==> config.mk <==
export PLATFORM = sky130hd
export DESIGN_NAME = nic_access_ctrl
export DESIGN_NICKNAME = d
export VERILOG_FILES = /design/src/rtl/nic_access_ctrl.sv
export SDC_FILE = /design/constraint.sdc
export NUM_CORES = 1
export LEC_CHECK = 0
export BUFFER_PORTS_ARGS = -buffer_cell sky130_fd_sc_hd__buf_2
export CORE_MARGIN = 3
export CORE_UTILIZATION = 35
export CTS_BUF_LIST = sky130_fd_sc_hd__clkbuf_4 sky130_fd_sc_hd__clkbuf_8
export CTS_CLUSTER_SIZE = 25
export DETAILED_ROUTE_END_ITERATION = 6
export GPL_ROUTABILITY_DRIVEN = 0
export HOLD_SLACK_MARGIN = 0.06
export PLACE_DENSITY = 0.74
export SLEW_MARGIN = 20
export SYNTH_ARGS = -nofsm -noshare
export SYNTH_HDL_FRONTEND = slang
export SYNTH_SLANG_ARGS = --single-unit
export TNS_END_PERCENT = 50
==> constraint.sdc <==
create_clock -name clk -period 2.11 [get_ports clk]
set_input_delay 0 -clock clk [delete_from_list [all_inputs] [get_ports clk]]
set_output_delay 0 -clock clk [all_outputs]
set_load 0.01 [all_outputs]
==> src/rtl/nic_access_ctrl.sv <==
// Purpose: sequences one NIC register load/store per stalled instruction (IDLE -> ISSUE -> RESP).
// Latency: 3 cycles from nic_en to retire when nic_ready is high on the first ISSUE cycle; +1 per not-ready cycle.
// Backpressure: nic_ready low holds ISSUE (pipeline stalled) until accepted or the wait counter times out.
module nic_access_ctrl #(
    parameter int TIMEOUT = 16
) (
    input  logic        clk,
    input  logic        reset,
    input  logic        nic_en,
    input  logic        nic_wr,
    input  logic [1:0]  nic_addr,
    input  logic [63:0] wr_data,
    output logic        stall,
    output logic [63:0] rd_data,
    output logic        rd_valid,
    output logic        err,
    output logic        nic_req_en,
    output logic        nic_req_wr,
    output logic [1:0]  nic_req_addr,
    output logic [63:0] nic_req_dout,
    input  logic        nic_ready,
    input  logic [63:0] nic_din
);

    localparam int CW = $clog2(TIMEOUT) + 1;
    localparam logic [CW-1:0] CNT_LAST = CW'(TIMEOUT - 1);
    localparam logic [CW-1:0] CNT_MAX  = {CW{1'b1}};
    localparam logic [1:0]    ADDR_OBUF = 2'b10;

    typedef enum logic [1:0] {
        IDLE  = 2'd0,
        ISSUE = 2'd1,
        RESP  = 2'd2
    } state_t;

    state_t        state_q, state_d;
    logic          wr_q, wr_d;
    logic [1:0]    addr_q, addr_d;
    logic [63:0]   dout_q, dout_d;
    logic [63:0]   rd_data_q, rd_data_d;
    logic [CW-1:0] cnt_q, cnt_d;
    logic          err_q, err_d;     // err to be reported in RESP
    logic          ok_q, ok_d;       // load completed, rd_valid in RESP

    // State register; reset aborts any access in flight.
    always_ff @(posedge clk) begin
        if (reset) begin
            state_q <= IDLE;
        end else begin
            state_q <= state_d;
        end
    end

    // Latched request fields, wait counter, load result and pending flags.
    always_ff @(posedge clk) begin
        if (reset) begin
            wr_q      <= 1'b0;
            addr_q    <= 2'b00;
            dout_q    <= 64'd0;
            rd_data_q <= 64'd0;
            cnt_q     <= '0;
            err_q     <= 1'b0;
            ok_q      <= 1'b0;
        end else begin
            wr_q      <= wr_d;
            addr_q    <= addr_d;
            dout_q    <= dout_d;
            rd_data_q <= rd_data_d;
            cnt_q     <= cnt_d;
            err_q     <= err_d;
            ok_q      <= ok_d;
        end
    end

    // Next-state and datapath update for the access sequence.
    always_comb begin
        state_d   = state_q;
        wr_d      = wr_q;
        addr_d    = addr_q;
        dout_d    = dout_q;
        rd_data_d = rd_data_q;
        cnt_d     = cnt_q;
        err_d     = err_q;
        ok_d      = ok_q;
        unique case (state_q)
            IDLE: begin
                if (nic_en) begin
                    wr_d   = nic_wr;
                    addr_d = nic_addr;
                    dout_d = wr_data;
                    cnt_d  = '0;
                    ok_d   = 1'b0;
                    // Stores are only meaningful to the output buffer; others
                    // are rejected without touching the NIC.
                    if (nic_wr && (nic_addr != ADDR_OBUF)) begin
                        err_d   = 1'b1;
                        state_d = RESP;
                    end else begin
                        err_d   = 1'b0;
                        state_d = ISSUE;
                    end
                end
            end
            ISSUE: begin
                if (nic_ready) begin
                    state_d = RESP;
                    if (!wr_q) begin
                        rd_data_d = nic_din;
                        ok_d      = 1'b1;
                    end
                end else if (cnt_q >= CNT_LAST) begin
                    state_d   = RESP;
                    err_d     = 1'b1;
                    rd_data_d = 64'd0;
                end else if (cnt_q != CNT_MAX) begin
                    cnt_d = cnt_q + CW'(1);
                end
            end
            RESP: begin
                // The stalled instruction retires here, so nic_en is ignored.
                state_d = IDLE;
                err_d   = 1'b0;
                ok_d    = 1'b0;
            end
            default: begin
                state_d = IDLE;
            end
        endcase
    end

    assign stall        = !reset && (((state_q == IDLE) && nic_en) || (state_q == ISSUE));
    assign rd_valid     = !reset && (state_q == RESP) && ok_q;
    assign err          = !reset && (state_q == RESP) && err_q;
    assign nic_req_en   = !reset && (state_q == ISSUE);
    assign nic_req_wr   = nic_req_en && wr_q;
    assign nic_req_addr = nic_req_en ? addr_q : 2'b00;
    assign nic_req_dout = nic_req_en ? dout_q : 64'd0;
    assign rd_data      = rd_data_q;

endmodule

Yosys cells after proc, flatten, opt, wreduce, memory -nomap -nowiden:

Cells that the tools add are included.
W data, S select, Z words.

* reduce and logical (&&, ||, !) cells: 20
* $add $sub $neg: 1
* muxes and demuxes: 24
* equality and inequality tests: 13
* $lt $le $gt $ge: 1

Operators with widths (count)
* $mux W64: 4
* $mux W5: 4
* $ne A2 B2 Y1 const B: 9
* $mux W2: 5
* $pmux W5 S2: 1
* $logic_and A1 B1 Y1: 8
* $reduce_and A4 Y1: 2
* $mux W1: 7
* $pmux W1 S3: 2
* $add A5 B1 Y5 const B: 1
* $ge A5 B4 Y1 const B: 1
* $ne A5 B5 Y1 const B: 1
* $reduce_and A5 Y1: 1
* $pmux W2 S2: 1
* $reduce_and A2 Y1: 2
* $reduce_bool A2 Y1: 2
* $ne A3 B3 Y1 const B: 1
* $reduce_and A3 Y1: 1
* $reduce_bool A3 Y1: 1
* $eq A2 B1 Y1 const B: 1
* $eq A2 B2 Y1 const B: 1
* $logic_not A2 Y1: 1
* $logic_not A1 Y1: 1
* $logic_or A1 B1 Y1: 1

* word-level logic and storage cells: 67
* flip-flop bits (word level): 140
* input bits: 135

Depth between registers and ports, before layout:

Gate-level depths: netlist of run 1.

* word-level depth: 5
* gate-level depth with buffers: 8

Worst setup path before layout of run 1:

Ideal clock, no wire load.

* kind: flip-flop to flip-flop
* from: register cnt_q[0]
* to: register cnt_q[3]
* path slack: 55 ps
* period minus slack after synthesis: 2055 ps
* cell stages (with the launch flop): 8
* path buffers: 0
* arrival: 1929 ps
* required time: 1985 ps
* path through: dfxtp_1 ha_1 and3_1 ha_1 or4b_4 nor4_4 or3_4 o221ai_2

* cells in the longest elaborated chain, start to end: 5

Ends and longest elaborated chain
* start, declared: line 41 `logic [CW-1:0] cnt_q, cnt_d;`
* start signal, assigned: line 69 `cnt_q <= cnt_d;`
* $add A5 B1 Y5: line 116 `cnt_d = cnt_q + CW'(1);`
* $mux W5: line 115 `end else if (cnt_q != CNT_MAX) begin`
* $mux W5: line 111 `end else if (cnt_q >= CNT_LAST) begin`
* $mux W5: line 105 `if (nic_ready) begin`
* $pmux W5 S2: line 85 `unique case (state_q)`

Several ways; a longest one is shown, not always the timed one. The select of a mux whose other input is x is not followed.
A chain may end at the register's enable or synchronous reset.

Final worst setup path of run 1:

* from: register cnt_q[1]
* to: register rd_data_q[5] (netlist: rd_data[5])

* cells in the longest elaborated chain, start to end: 3

Ends and longest elaborated chain
* $ge A5 B4 Y1: line 111
* $reduce_bool A2 Y1 (no source line)
* $reduce_and A3 Y1 (no source line)
* end signal, assigned: line 68 `rd_data_q <= rd_data_d;`
* end, declared: line 40 `logic [63:0] rd_data_q, rd_data_d;`

Every way passes these cells.

==> results of run 1 <==
-- per-layer routing --
metal  global-route usage (%)  wire, um
met5                        0         0
met4                     8.14       624
met3                     7.22      1710
met2                     36.1     10100
met1                     23.4      7760
-- through the flow --
step           cell area (um2)  worst slack, ns  utilization, %  std cells  setup TNS [ns]
2_1_floorplan             5640           0.0551               -        657               0
3_3_place_gp              7210          0.00818            46.6       1102               0
3_5_place_dp              7210          -0.0300            46.6       1102         -0.0515
4_1_cts                   9040         -0.00631            58.4       1271         -0.0103
5_1_grt                   9320          -0.0860            60.2       1283           -2.30
6_report                  9320          -0.0292            60.2       1283          -0.158
-- worst min-delay path by stage --
stage	endpoint	start
final	rd_data[52]	nic_din[52]
after floorplan	rd_data[52]	nic_din[52]
after global routing	dout_q[61]	wr_data[61]
after detailed placement	rd_data[54]	nic_din[54]
after CTS	rd_data[22]	nic_din[22]
after global placement	rd_data[53]	nic_din[53]
-- where the power goes --
part           switching, mW  total [mW]  internal [mW]
Clock                   1.15        2.50           1.35
Combinational          0.524        1.06          0.535
Sequential            0.0754        2.86           2.79
Total                   1.74        6.42           4.67
-- placed cells by master, fill, tap and decap left out, types with 3 or more instances in the layout --
master         count
dlygate4sd3_1    137
dfxtp_1          137
buf_2            268
a22oi_1           44
buf_6              6
nor2_1            66
a21oi_1           71
buf_4             13
o21ai_0            4
ha_1               4
inv_6              3
nor2_2             5
nor2b_1            3
clkinv_4           3
bufinv_16          4
inv_1              7
a22oi_2           20
nor3_1             3
clkbuf_8          18
nand2_1          136
and2_1            66
clkbuf_16          4
buf_12             8
-- what timing repair did --
item | CTS | global route
gates resized for setup | 1 | 23
pin swaps | 1 | 20
hold buffers | 137 | 0
gates cloned | 0 | 5
endpoints found under the hold margin | 140 | 0
endpoints found under the setup margin | 6 | 125
buffers inserted | 0 | 7
-- final cells by class --
type                       count  area (um2)
clock buffer                  18         248
clock inverter                14         208
fill                        1215        6170
inverter                       7        26.3
multi-input combinational    456        2610
sequential                   140        2810
tap                          211         264
timing repair buffer         437        3150
-- sequential cells by signal, summed over array words and instances (netlist names) --
signal and cells:
dout_q 64, rd_data 64, cnt_q 5, addr_q 2, state_q 2, err_q 1
ok_q 1, wr_q 1
-- cell families after synthesis --
kind of cell	count (synthesis)
flip-flops	140
adder cells (fa/ha/maj)	7
AO/OA/AOI/OAI	149
AND/OR/NAND/NOR	299
buffers and inverters	61
multiplexers	1
-- worst max-delay path: cells and delay by family, from the launching register on --
family	cells	cell delay [ns]
simple gates	3	0.75
flops	1	0.36
fa+ha+maj	2	0.32
buf+inv	2	0.31
compound gates	2	0.30
==> run metrics, run 1 <==
status complete, but fails checks; failing checks setup timing; simple-gate area share of the yosys netlist between 20% and 30%; largest net degree at the start of global routing 69; XOR/XNOR share of the synthesized area 0%; Post-synth ARST share 0%; Syn Nets 799; final global-route overflow total 0; post-synthesis compound-gate area fraction between 10% and 20%; critical path endpoint rd_data[5]; most frequent cells after synthesis dfxtp_1 (140), nand2_1 (137), a21oi_1 (71); sequential area share after synthesis 49.7%; DR WL/cell 15.7 um; most frequent cell after synthesis dfxtp_1; Port Buffers 269; Die Height 133 um; Unique masters post-synth between 40 and 50; reg-to-reg critical path startpoint cnt_q[1]; ANT cells 0; Syn Inst Count 657; leak pwr 4.30 nW; DRT antenna net count 0; WS Path Type reg2reg; largest family of logic cells by synthesized area simple AND/OR/NAND/NOR gates; Slew headroom roughly 60%; global-route wire length before repair 30100 um; Ports 270; die area around 0.018 mm2; # rows 45; CP startpoint kind flop; Clock Path Buffers 2; TritonCTS clock tree done; max incr delay on CP 0.38 ns; Tot Pwr 6.42 mW; mux share of post-synthesis cell area 0.177%; Final min period 2.14 ns; CP Capture Type flop; vias between 6000 and 7000; post-route clock period utilization 101%; reg2reg end rd_data[5]; vias in the first global route 6060; top_reg_cell synth dfxtp_1; CP max FO 7; nets 1201; PnR worst setup slack -0.0292 ns; wirelength, routed 20200 um; RSZ-0062 raised after global routing true; worst skew pair latency 0.44 ns; Residual DRC 0; clock buffer count from CTS 17; initial antenna violation count 0; DP HPWL 10600 um; clock sink total 140; Max Freq between 400 and 500 MHz; top cells by area, synth dfxtp_1 (50%), nand2_1 (9.1%), and2_1 (7.5%); Post-Syn Area per Cell 8.59 um2; maxcap violations 0; worst hold slack 0.328 ns; root buffer cell clkbuf_8; worst path cell trace ha_4 -> and3_4 -> ha_4 -> or3_4 -> o221ai_4 -> buf_12 -> buf_12 -> a22oi_2 -> nor2_1; final setup violation count 11; Starting DRT DRC Count 309; critical path startpoint cnt_q[1]; Hold Fails Final Rpt 0; Reg2Reg Depth 9; Hold WC Path Type in2reg; leading area contributor after synthesis dfxtp_1; Worst R2R Setup Slack -0.03 ns; Setup Skew around 0.014 ns; WHS Path Cells 4; gr usage total a little over a fifth; Die W 133 um; Floorplan Core Area 0.0155 mm2; YS warnings 0; #FFs+latches synth 140; worst path required time 2.47 ns; Yosys top cell area share 49.7%; Clock Pin Slew Worst Setup and Hold Paths 0.09 ns; Adder-Cell Fraction of Synth Area 1.55%; Max VDD drop 0.722 mV; Layout area overhead 65.1%; Cell Pwr Density between 600 and 700 mW/mm2; drt pass-1 iters 5; Tightest Pin Transition a little under 0.6 ns; synthesized area 0.00564 mm2; layout cells sized above 1 35.1%; Slew Limit Fails 0; slowest cell on the critical path or3_4; Clock H-tree levels 4; worst path arrival time 2.50 ns; Starting Density between 30% and 40%; via/cell ratio 4.84; number of synthesized flops with an enable pin 0
Power figures use the tool's default switching activity.
==> inputs of run 2 (changes only) <==
--- a/config.mk
+++ b/config.mk
@@ -7,13 +7,13 @@
 export LEC_CHECK = 0
 export BUFFER_PORTS_ARGS = -buffer_cell sky130_fd_sc_hd__buf_2
 export CORE_MARGIN = 3
-export CORE_UTILIZATION = 35
+export CORE_UTILIZATION = 43
 export CTS_BUF_LIST = sky130_fd_sc_hd__clkbuf_4 sky130_fd_sc_hd__clkbuf_8
 export CTS_CLUSTER_SIZE = 25
 export DETAILED_ROUTE_END_ITERATION = 6
 export GPL_ROUTABILITY_DRIVEN = 0
 export HOLD_SLACK_MARGIN = 0.06
-export PLACE_DENSITY = 0.74
+export PLACE_DENSITY = 0.86
 export SLEW_MARGIN = 20
 export SYNTH_ARGS = -nofsm -noshare
 export SYNTH_HDL_FRONTEND = slang
==> run 2 against run 1 <==
Net effect:
- the run now ends clean
- setup slack better by 0.086 ns
- non-clock buffer count is 8 higher
- flip-flop and latch count stayed put
- count of clock-buffer cells in the layout is 3 higher
- via count is 6.5% higher
- hold slack better by 0.0032 ns
- total power is 2.2% lower
- largest cell class unchanged
- largest power group unchanged
- highest routed layer unchanged
==> run metrics, run 2 (synthesis results as in run 1) <==
Setup Skew 0.00820 ns (-0.00617 ns); Final min period 2.05 ns (-0.0862 ns); Clock Pin Slew Worst Setup and Hold Paths 0.08 ns (about the same); clock buffer count from CTS 17 (unchanged); Clock Path Buffers 2 (unchanged); slowest cell on the critical path or3_4; max incr delay on CP 0.34 ns (-0.04 ns); CP max FO 6 (-1); Layout area overhead 64.6%; Die Height 121 um (-9.3%); Starting Density 44.4% (+7.9 points); Port Buffers 269 (unchanged); Ports 270 (unchanged); gr usage total 27.4% (+6.5 points); layout cells sized above 1 34.5% (-0.54 points); fillcell total 828 (-32%); initial antenna violation count 0 (unchanged); post-route clock period utilization 97.3% (-4.1 points); Hold Fails Final Rpt 0 (unchanged); CP Capture Type flop; reg2reg end rd_data[46]; worst skew pair latency 0.44 ns (about the same); final non-filler cell total 1252 (-2.4%); die area 0.0145 mm2 (-18%); Max Freq 487 MHz (+4.2%); CP startpoint kind flop; Tightest Pin Transition 0.568 ns (-0.0281 ns); ANT cells 0 (unchanged); drt pass-1 iters 5 (unchanged); worst path cell trace ha_2 -> and3_4 -> ha_4 -> or3_4 -> o221ai_4 -> buf_6 -> buf_12 -> a22oi_1 -> nor2_1; vias in the first global route 6238 (+2.9%); cell family with most CP delay simple AND/OR/NAND/NOR gates; final setup violation count 0 (-11); DP HPWL 10500 um (-0.76%); DR WL/cell 17.3 um (+10%); leak pwr 4.34 nW (+0.73%); Floorplan Core Area 0.0127 mm2 (-18%); Worst R2R Setup Slack 0.06 ns (+0.09 ns); DRT antenna net count 0 (unchanged); Slew headroom 62.1% (+1.9 points); critical path endpoint rd_data[46]; Max VDD drop 0.521 mV (-28%); reg-to-reg critical path startpoint cnt_q[0]; Tot Pwr 6.28 mW (-2.2%); clock sink total 140 (unchanged); via/cell ratio 5.28 (+9.1%); Clock H-tree levels 4 (unchanged); Buf/Inv on CP 2 (unchanged); nets 1209 (+0.67%); CP Depth 9 (unchanged); vias 6615 (+6.5%); most common cell after layout, fill and taps aside buf_2; Reg2Reg Depth 9 (unchanged); # rows 41 (-8.9%); largest net degree at the start of global routing 99 (+43%); Hold WC Path Type in2reg; Cell Pwr Density 676 mW/mm2 (-1.9%); TritonCTS clock tree done; maxcap violations 0 (unchanged); status finished clean; Starting DRT DRC Count 547 (+77%); Slew Limit Fails 0 (unchanged); global-route wire length before repair 31500 um (+4.5%); Die W 121 um (-9.3%); wirelength, routed 21600 um (+7.4%); critical path startpoint cnt_q[0]; root buffer cell clkbuf_8; leading cell types in the layout, fill and taps excluded buf_2 (268), dlygate4sd3_1 (144), nand2_1 (136), dfxtp_1 (136), a21oi_1 (71); final global-route overflow total 0 (unchanged); worst path required time 2.47 ns (about the same); worst path arrival time 2.41 ns (-0.09 ns); WS Path Type reg2reg; Residual DRC 0 (unchanged); placed cells 1058 (-4.0%)
==> run 2: worst register-to-register path, stage by stage (launching register included) <==
cell,delay (ns)
dfxtp_2,0.33
ha_2,0.18
and3_4,0.19
ha_4,0.16
or3_4,0.34
o221ai_4,0.22
buf_6,0.18
buf_12,0.13
a22oi_1,0.10
nor2_1,0.15
==> run 2: worst min-delay path by stage <==
stage / to / startpoint / depth (start not counted) / slack (ns)
2_1_floorplan: rd_data[52] / nic_din[52] / 2 / 0.13
3_3_place_gp: rd_data[23] / nic_din[23] / 3 / 0.23
3_5_place_dp: rd_data[52] / nic_din[52] / 3 / 0.24
4_1_cts: rd_data[9] / nic_din[9] / 4 / 0.29
5_1_grt: rd_data[60] / nic_din[60] / 4 / 0.32
6_report: rd_data[15] / nic_din[15] / 4 / 0.33
==> run 2: power breakdown <==
part	internal (mW)	switching [mW]	total, mW	leakage [nW]
combinational	0.564	0.551	1.11	2.98
clock	1.27	1.02	2.30	0.211
sequential	2.79	0.0795	2.87	1.14
==> run 2: layout make-up <==
cell class	count	area (um2)	share of cell area, %
clock buffers	21	283	3.04
clock inverters	11	141	1.52
well taps	172	215	2.32
flip-flops and latches	140	2810	30.2
repair buffers	445	3240	34.8
multi-input cells	456	2580	27.8
inverters	7	26.3	0.283
==> run 2: repair_timing <==
| action | in CTS | in global routing |
|---|---|---|
| setup buffers | 0 | 10 |
| endpoints found under the setup margin | 63 | 125 |
| hold buffers | 144 | 0 |
| gates resized for setup | 6 | 15 |
| gates cloned | 0 | 8 |
| pin swaps | 1 | 5 |
| endpoints found under the hold margin | 138 | 0 |
==> run 2: stage by stage <==
step	utilization, %	instance area (um2)	TNS, ns	setup WS, ns	hold WS, ns
after global routing	73.0	9290	-0.0137	-0.00850	0.316
after CTS	70.6	8990	0	0.0160	0.285
after global placement	55.8	7100	-0.000153	-0.000153	0.231
final	73.0	9290	0	0.0570	0.331
after detailed placement	55.8	7100	-0.132	-0.0477	0.238
after floorplan	-	5640	0	0.0551	0.134
==> run 2: metal layers <==
metal,wire length (um),vias to the layer above,global-route usage [%]
met3,1820,110,7.30
met2,10800,459,46.2
met4,1280,0,18.1
met1,7770,3041,30.2
li1,-,3005,-
met5,0,-,0
